<file path="src/rtl/gaussian_3x3_filter.sv">
// Streaming 3x3 Gaussian blur ([1 2 1; 2 4 2; 1 2 1] / 16) over a raster frame,
// "valid" convolution producing a (ROWS-2) x (COLS-2) output frame.
module gaussian_3x3_filter #(
    parameter int PIXEL_BIT_WIDTH = 16,
    parameter int ROWS            = 48,
    parameter int COLS            = 48
) (
    input  logic                       clk,
    input  logic                       reset,
    input  logic [PIXEL_BIT_WIDTH-1:0] pixel_in_TDATA,
    input  logic                       pixel_in_TVALID,
    output logic                       pixel_in_TREADY,
    output logic [PIXEL_BIT_WIDTH-1:0] pixel_out_TDATA,
    output logic                       pixel_out_TVALID,
    input  logic                       pixel_out_TREADY,
    output logic                       pixel_out_TLAST
);

    localparam int W  = PIXEL_BIT_WIDTH;
    localparam int SW = PIXEL_BIT_WIDTH + 4;
    localparam int RW = $clog2(ROWS);
    localparam int CW = $clog2(COLS);
    localparam logic [RW-1:0] LAST_ROW = RW'(ROWS - 1);
    localparam logic [CW-1:0] LAST_COL = CW'(COLS - 1);

    // Handshake: a beat moves on a rising edge only when TVALID and TREADY are both high.
    // The single output register frees up whenever it is empty or being drained.
    logic in_accept;
    logic out_load;

    logic [RW-1:0] in_row_q, in_row_d;
    logic [CW-1:0] in_col_q, in_col_d;

    logic [W-1:0] out_data_q, out_data_d;
    logic         out_valid_q, out_valid_d;
    logic         out_last_q, out_last_d;

    logic signed [W-1:0] line0_q [COLS];
    logic signed [W-1:0] line1_q [COLS];
    logic signed [W-1:0] win_q [3][3];
    logic signed [W-1:0] win_d [3][3];
    logic signed [SW-1:0] sum;

    function automatic logic signed [SW-1:0] sx(input logic signed [W-1:0] p);
        return {{4{p[W-1]}}, p};
    endfunction

    assign pixel_in_TREADY = !out_valid_q || pixel_out_TREADY;
    assign in_accept       = pixel_in_TVALID && pixel_in_TREADY;
    // Columns 0/1 of a row would mix in the previous row's tail, so they never produce output.
    assign out_load        = in_accept && (in_row_q >= RW'(2)) && (in_col_q >= CW'(2));

    always_comb begin
        in_row_d = in_row_q;
        in_col_d = in_col_q;
        if (in_accept) begin
            if (in_col_q == LAST_COL) begin
                in_col_d = '0;
                in_row_d = (in_row_q == LAST_ROW) ? '0 : in_row_q + RW'(1);
            end else begin
                in_col_d = in_col_q + CW'(1);
            end
        end
    end

    // Window rows: 0 = two rows up, 2 = current row; column 2 is the newest.
    always_comb begin
        win_d = win_q;
        if (in_accept) begin
            for (int r = 0; r < 3; r++) begin
                win_d[r][0] = win_q[r][1];
                win_d[r][1] = win_q[r][2];
            end
            win_d[0][2] = line1_q[in_col_q];
            win_d[1][2] = line0_q[in_col_q];
            win_d[2][2] = pixel_in_TDATA;
        end
    end

    always_comb begin
        sum = sx(win_d[0][0]) + sx(win_d[0][2]) + sx(win_d[2][0]) + sx(win_d[2][2])
            + ((sx(win_d[0][1]) + sx(win_d[1][0]) + sx(win_d[1][2]) + sx(win_d[2][1])) <<< 1)
            + (sx(win_d[1][1]) <<< 2);
    end

    always_comb begin
        out_data_d  = out_data_q;
        out_valid_d = out_valid_q;
        out_last_d  = out_last_q;
        if (out_load) begin
            out_data_d  = W'(sum >>> 4);
            out_valid_d = 1'b1;
            out_last_d  = (in_row_q == LAST_ROW) && (in_col_q == LAST_COL);
        end else if (out_valid_q && pixel_out_TREADY) begin
            out_valid_d = 1'b0;
            out_last_d  = 1'b0;
        end
    end

    always_ff @(posedge clk) begin
        if (reset) begin
            in_row_q    <= '0;
            in_col_q    <= '0;
            out_data_q  <= '0;
            out_valid_q <= 1'b0;
            out_last_q  <= 1'b0;
        end else begin
            in_row_q    <= in_row_d;
            in_col_q    <= in_col_d;
            out_data_q  <= out_data_d;
            out_valid_q <= out_valid_d;
            out_last_q  <= out_last_d;
        end
    end

    // Line buffers and window hold only pixel history, so they carry no reset.
    always_ff @(posedge clk) begin
        win_q <= win_d;
        if (in_accept) begin
            line0_q[in_col_q] <= pixel_in_TDATA;
            line1_q[in_col_q] <= line0_q[in_col_q];
        end
    end

    assign pixel_out_TDATA  = out_data_q;
    assign pixel_out_TVALID = out_valid_q;
    assign pixel_out_TLAST  = out_last_q;

endmodule

</file>
<file path="config.mk">
export PLATFORM = sky130hd
export DESIGN_NAME = gaussian_3x3_filter
export DESIGN_NICKNAME = d
export VERILOG_FILES = /design/src/rtl/gaussian_3x3_filter.sv
export SDC_FILE = /design/constraint.sdc
export NUM_CORES = 2
export LEC_CHECK = 0
export BUFFER_PORTS_ARGS = -buffer_cell sky130_fd_sc_hd__buf_2
export CORE_ASPECT_RATIO = 1.75
export CORE_UTILIZATION = 39
export CTS_BUF_LIST = sky130_fd_sc_hd__clkbuf_4 sky130_fd_sc_hd__clkbuf_8 sky130_fd_sc_hd__clkbuf_16
export DETAILED_ROUTE_END_ITERATION = 10
export PLACE_DENSITY = 0.53
export SYNTH_ARGS = -nofsm -noshare
export SYNTH_HDL_FRONTEND = slang
export SYNTH_SLANG_ARGS = --single-unit
</file>
<file path="constraint.sdc">
create_clock -name clk -period 13.8 [get_ports clk]
set_clock_uncertainty 0.2 [all_clocks]
set_input_delay 3.45 -clock clk [delete_from_list [all_inputs] [get_ports clk]]
set_output_delay 3.45 -clock clk [all_outputs]
set_load 0.05 [all_outputs]
</file>
==> flow_summary.ini <==
[status]
status = finished, final reports clean

[clock_tree]
cts_sinks = 1716
cts-root-buf = clkbuf_16
cts_setup_buffers = 0
htreeDepth = 4
cts_tree = yes
clkTransAtPathRegs_ns = 0.07
cts_buffers = 161
cts_buffer_depth = 4
hold_buffers = 0
clk_latency_ns = 0.81
postCtsResizedCells = 0

[place]
dp_hpwl_mm = 95.6
io_buffers = 38
dpl_cell_area_mm2 = 0.0722
gp_congestion = 0.774

[logic_synthesis]
synth_seq_cells = 1716
syn-num-nets = 3550
yosysUniqueCellTypes = 56
yosys.cell_count.top_type = edfxtp_1
yosys.area_share.simple_pct = 2.64
synth_xor_area_share_pct = 0.480
synth_seq_area_share_pct = 72.6
ys_async_sr_fraction_pct = 0
synth_area_leaders = edfxtp_1, mux4_2, dfxtp_1
avgSynthCellArea_um2 = 20.2
muxShareOfSynthArea_pct = 17.4
synthFlopType = edfxtp_1
synthTopCellsByCount = edfxtp_1, mux4_2, nand2_1
yosys.area.top_type_share_pct = 67.3
synth_warnings = 0
synth-compound-area-share_pct = 1.05
synth_area_mm2 = 0.0685
synth_top_family_by_area = multiplexers
yosys.area.top_type = edfxtp_1
synth-edff-count = 1536
postSynthCellCount = 3386
synthAdderAreaFrac_pct = 3.76

[cells_and_area]
seq_area_mm2 = 0.0498
fin_area_mm2 = 0.0772
drive_gt1_share_pct = 27.0
area_growth_pct = 12.7
nets = 3695
fillers = 15000
multiInputGateArea_mm2 = 0.0178

[min_path]
hp-class = flop to flop
whs_endpoint = pixel_out_TDATA[7]$_SDFFE_PP0P_
worstHoldStart = pixel_out_TDATA[7]$_SDFFE_PP0P_
whs_path_depth = 2

[power]
vdd_ir_drop_max_mv = 0.321
sw_frac_of_total_pct = 31.9
combPwrFrac_pct = 35.7
p_switching_uw = 5080
power_density_mw_per_mm2 = 206
p_leak_uw = 0.0251
pwr-share-clk_pct = 27.4
pwr-share-seq_pct = 36.9
p_int_uw = 10800

[sta]
rsz0062_at_grt = no
drv_slew = 0
clock.fmax_mhz = 89.2
setup_viol = 0
slew_headroom_pct = 22.6
hold_viol = 0
min_period_over_period_pct = 81.2
fin_tns_setup_ns = 0
fin_crit_ns = 11.21
worst_pin_slew_ns = 1.15

[worst_setup_path]
crit_fanout = 40
arrival_ns = 11.67
cp_data_required_time_ns = 14.26
start_kind = input port
end_kind = flop
r2r-end = pixel_out_TDATA[15]$_SDFFE_PP0P_
cp_num_buf_inv = 4
path_common_cell = fa_1
rr_worst_depth = 32
slowest_stage = and2_4
cpLargestDelayFamily = adder cells
regToRegSetupSlack_ns = 3.32
cpPeakStageDelay_ns = 0.57
critPathKind = input port to flop

[floorplanning]
fp.dieH_um = 557
die_area_mm2 = 0.177
die_w_um = 319
fp.coreArea_mm2 = 0.175
ioPinCount = 39
num_rows = 203
initial_core_util_pct = 39.2

[route]
vias_per_cell = 5.49
avgRoutedWirePerCell_um = 29.7
drt_iter0_drc = 2591
drtPass1Iterations = 6
drtAntennaViolNets = 0
routed_wl_mm = 175
drc_errors = 0
num_vias = 32400

[global_routing]
grt_usage_pct = 20.0
grt_max_degree = 99
grt_pass1_vias = 34200
grt_overflow = 0
antenna_found_initial = 7
grt_pass1_wl_mm = 250

[run]
maxCapViolations = 0
-- routing by layer --
metal	share of wire (%)	track usage, %	vias up
li1	-	-	13700
met1	38	23.7	17700
met2	56	37.8	750
met3	3.9	2.21	251
met4	2.7	5.80	0
met5	0	0	-
-- cells in the final DEF, fill, tap and decap left out, drive strengths merged, types with 9 or more instances in the layout --
cell type  Yosys  final
a21oi         42     42
mux2i        102    102
nor3          12     12
buf           74    142
xnor2         18     18
bufinv         0     10
clkinv         0     65
a21o           9      9
fa           103    103
mux4         480    480
nand2        270    270
and2          15     15
dfxtp        180    180
ha            41     41
o21ai         41     41
nand3         19     19
xor2          17     17
nor2          76     76
edfxtp      1536   1536
clkbuf        86    198
inv          194    198
-- worst max path at each step --
stage,start,to,slack [ns],cells past startpoint
6_report,pixel_out_TREADY,pixel_out_TDATA[15]$_SDFFE_PP0P_,2.59,31
5_1_grt,pixel_out_TREADY,pixel_out_TDATA[15]$_SDFFE_PP0P_,1.97,31
4_1_cts,pixel_out_TREADY,pixel_out_TDATA[15]$_SDFFE_PP0P_,2.50,31
3_5_place_dp,pixel_out_TREADY,pixel_out_TDATA[15]$_SDFFE_PP0P_,1.64,31
3_3_place_gp,pixel_out_TREADY,pixel_out_TDATA[15]$_SDFFE_PP0P_,1.69,31
2_1_floorplan,pixel_out_TREADY,pixel_out_TDATA[15]$_SDFFE_PP0P_,2.54,33
-- final cells by class --
cell class	instances	area share [%]
antenna	2	0.00648
clock buffer	198	5.69
clock inverter	81	0.838
inverter	194	0.943
multi-input combinational	1316	23.1
sequential	1716	64.4
tap	2255	3.65
timing repair buffer	142	1.35
-- power by group through the flow --
stage	clock [uW]	combinational [uW]	sequential, uW
after CTS	4450	5820	5870
after global routing	4620	6490	5870
after floorplan	0	4490	5970
after global placement	0	5740	5980
after detailed placement	0	5790	5980
final	4350	5680	5870
-- worst register-to-register path: cells and delay by family, from the launching register on --
| kind | cells | cell delay, ns |
|---|---|---|
| adders and majority gates | 7 | 3.05 |
| AOI/OAI and AO/OA | 11 | 2.49 |
| muxes | 4 | 1.81 |
| buffers and inverters | 4 | 0.87 |
| DFF | 1 | 0.71 |
| and+or+nand+nor | 4 | 0.65 |
| xor gates and xnor gates | 2 | 0.61 |
-- through the flow --
| step | utilization [%] | worst slack, ns | cells | hold slack (ns) | total power, uW |
|---|---|---|---|---|---|
| CTS | 44.2 | 2.50 | 5902 | 0.249 | 16100 |
| floorplan | - | 2.54 | 3386 | 0.224 | 10500 |
| detailed placement | 41.3 | 1.64 | 5623 | 0.240 | 11800 |
| finish | 44.2 | 2.59 | 5904 | 0.246 | 15900 |
| global route | 44.2 | 1.97 | 5903 | 0.264 | 17000 |
| global placement | 41.3 | 1.69 | 5623 | 0.237 | 11700 |
-- registers in the layout, summed over array words and instances, names as in the netlist, named ones only --
register,cells
pixel_out_TVALID,1
in_row_q,6
pixel_out_TDATA,16
line1_q,768
in_col_q,6
pixel_out_TLAST,1
line0_q,768
win_q,144
-- kinds of logic (layout without fill, tap and decap cells) --
kind of cell,after synthesis,count (layout)
flip-flops,1716,1716
multiplexers,585,585
AND/OR/NAND/NOR,430,430
buffers and inverters,354,615
adder cells (fa/ha/maj),144,144
AO/OA/AOI/OAI,121,121
XOR/XNOR,36,36
other,0,2
Note: power is estimated with default switching activity, not from simulation.
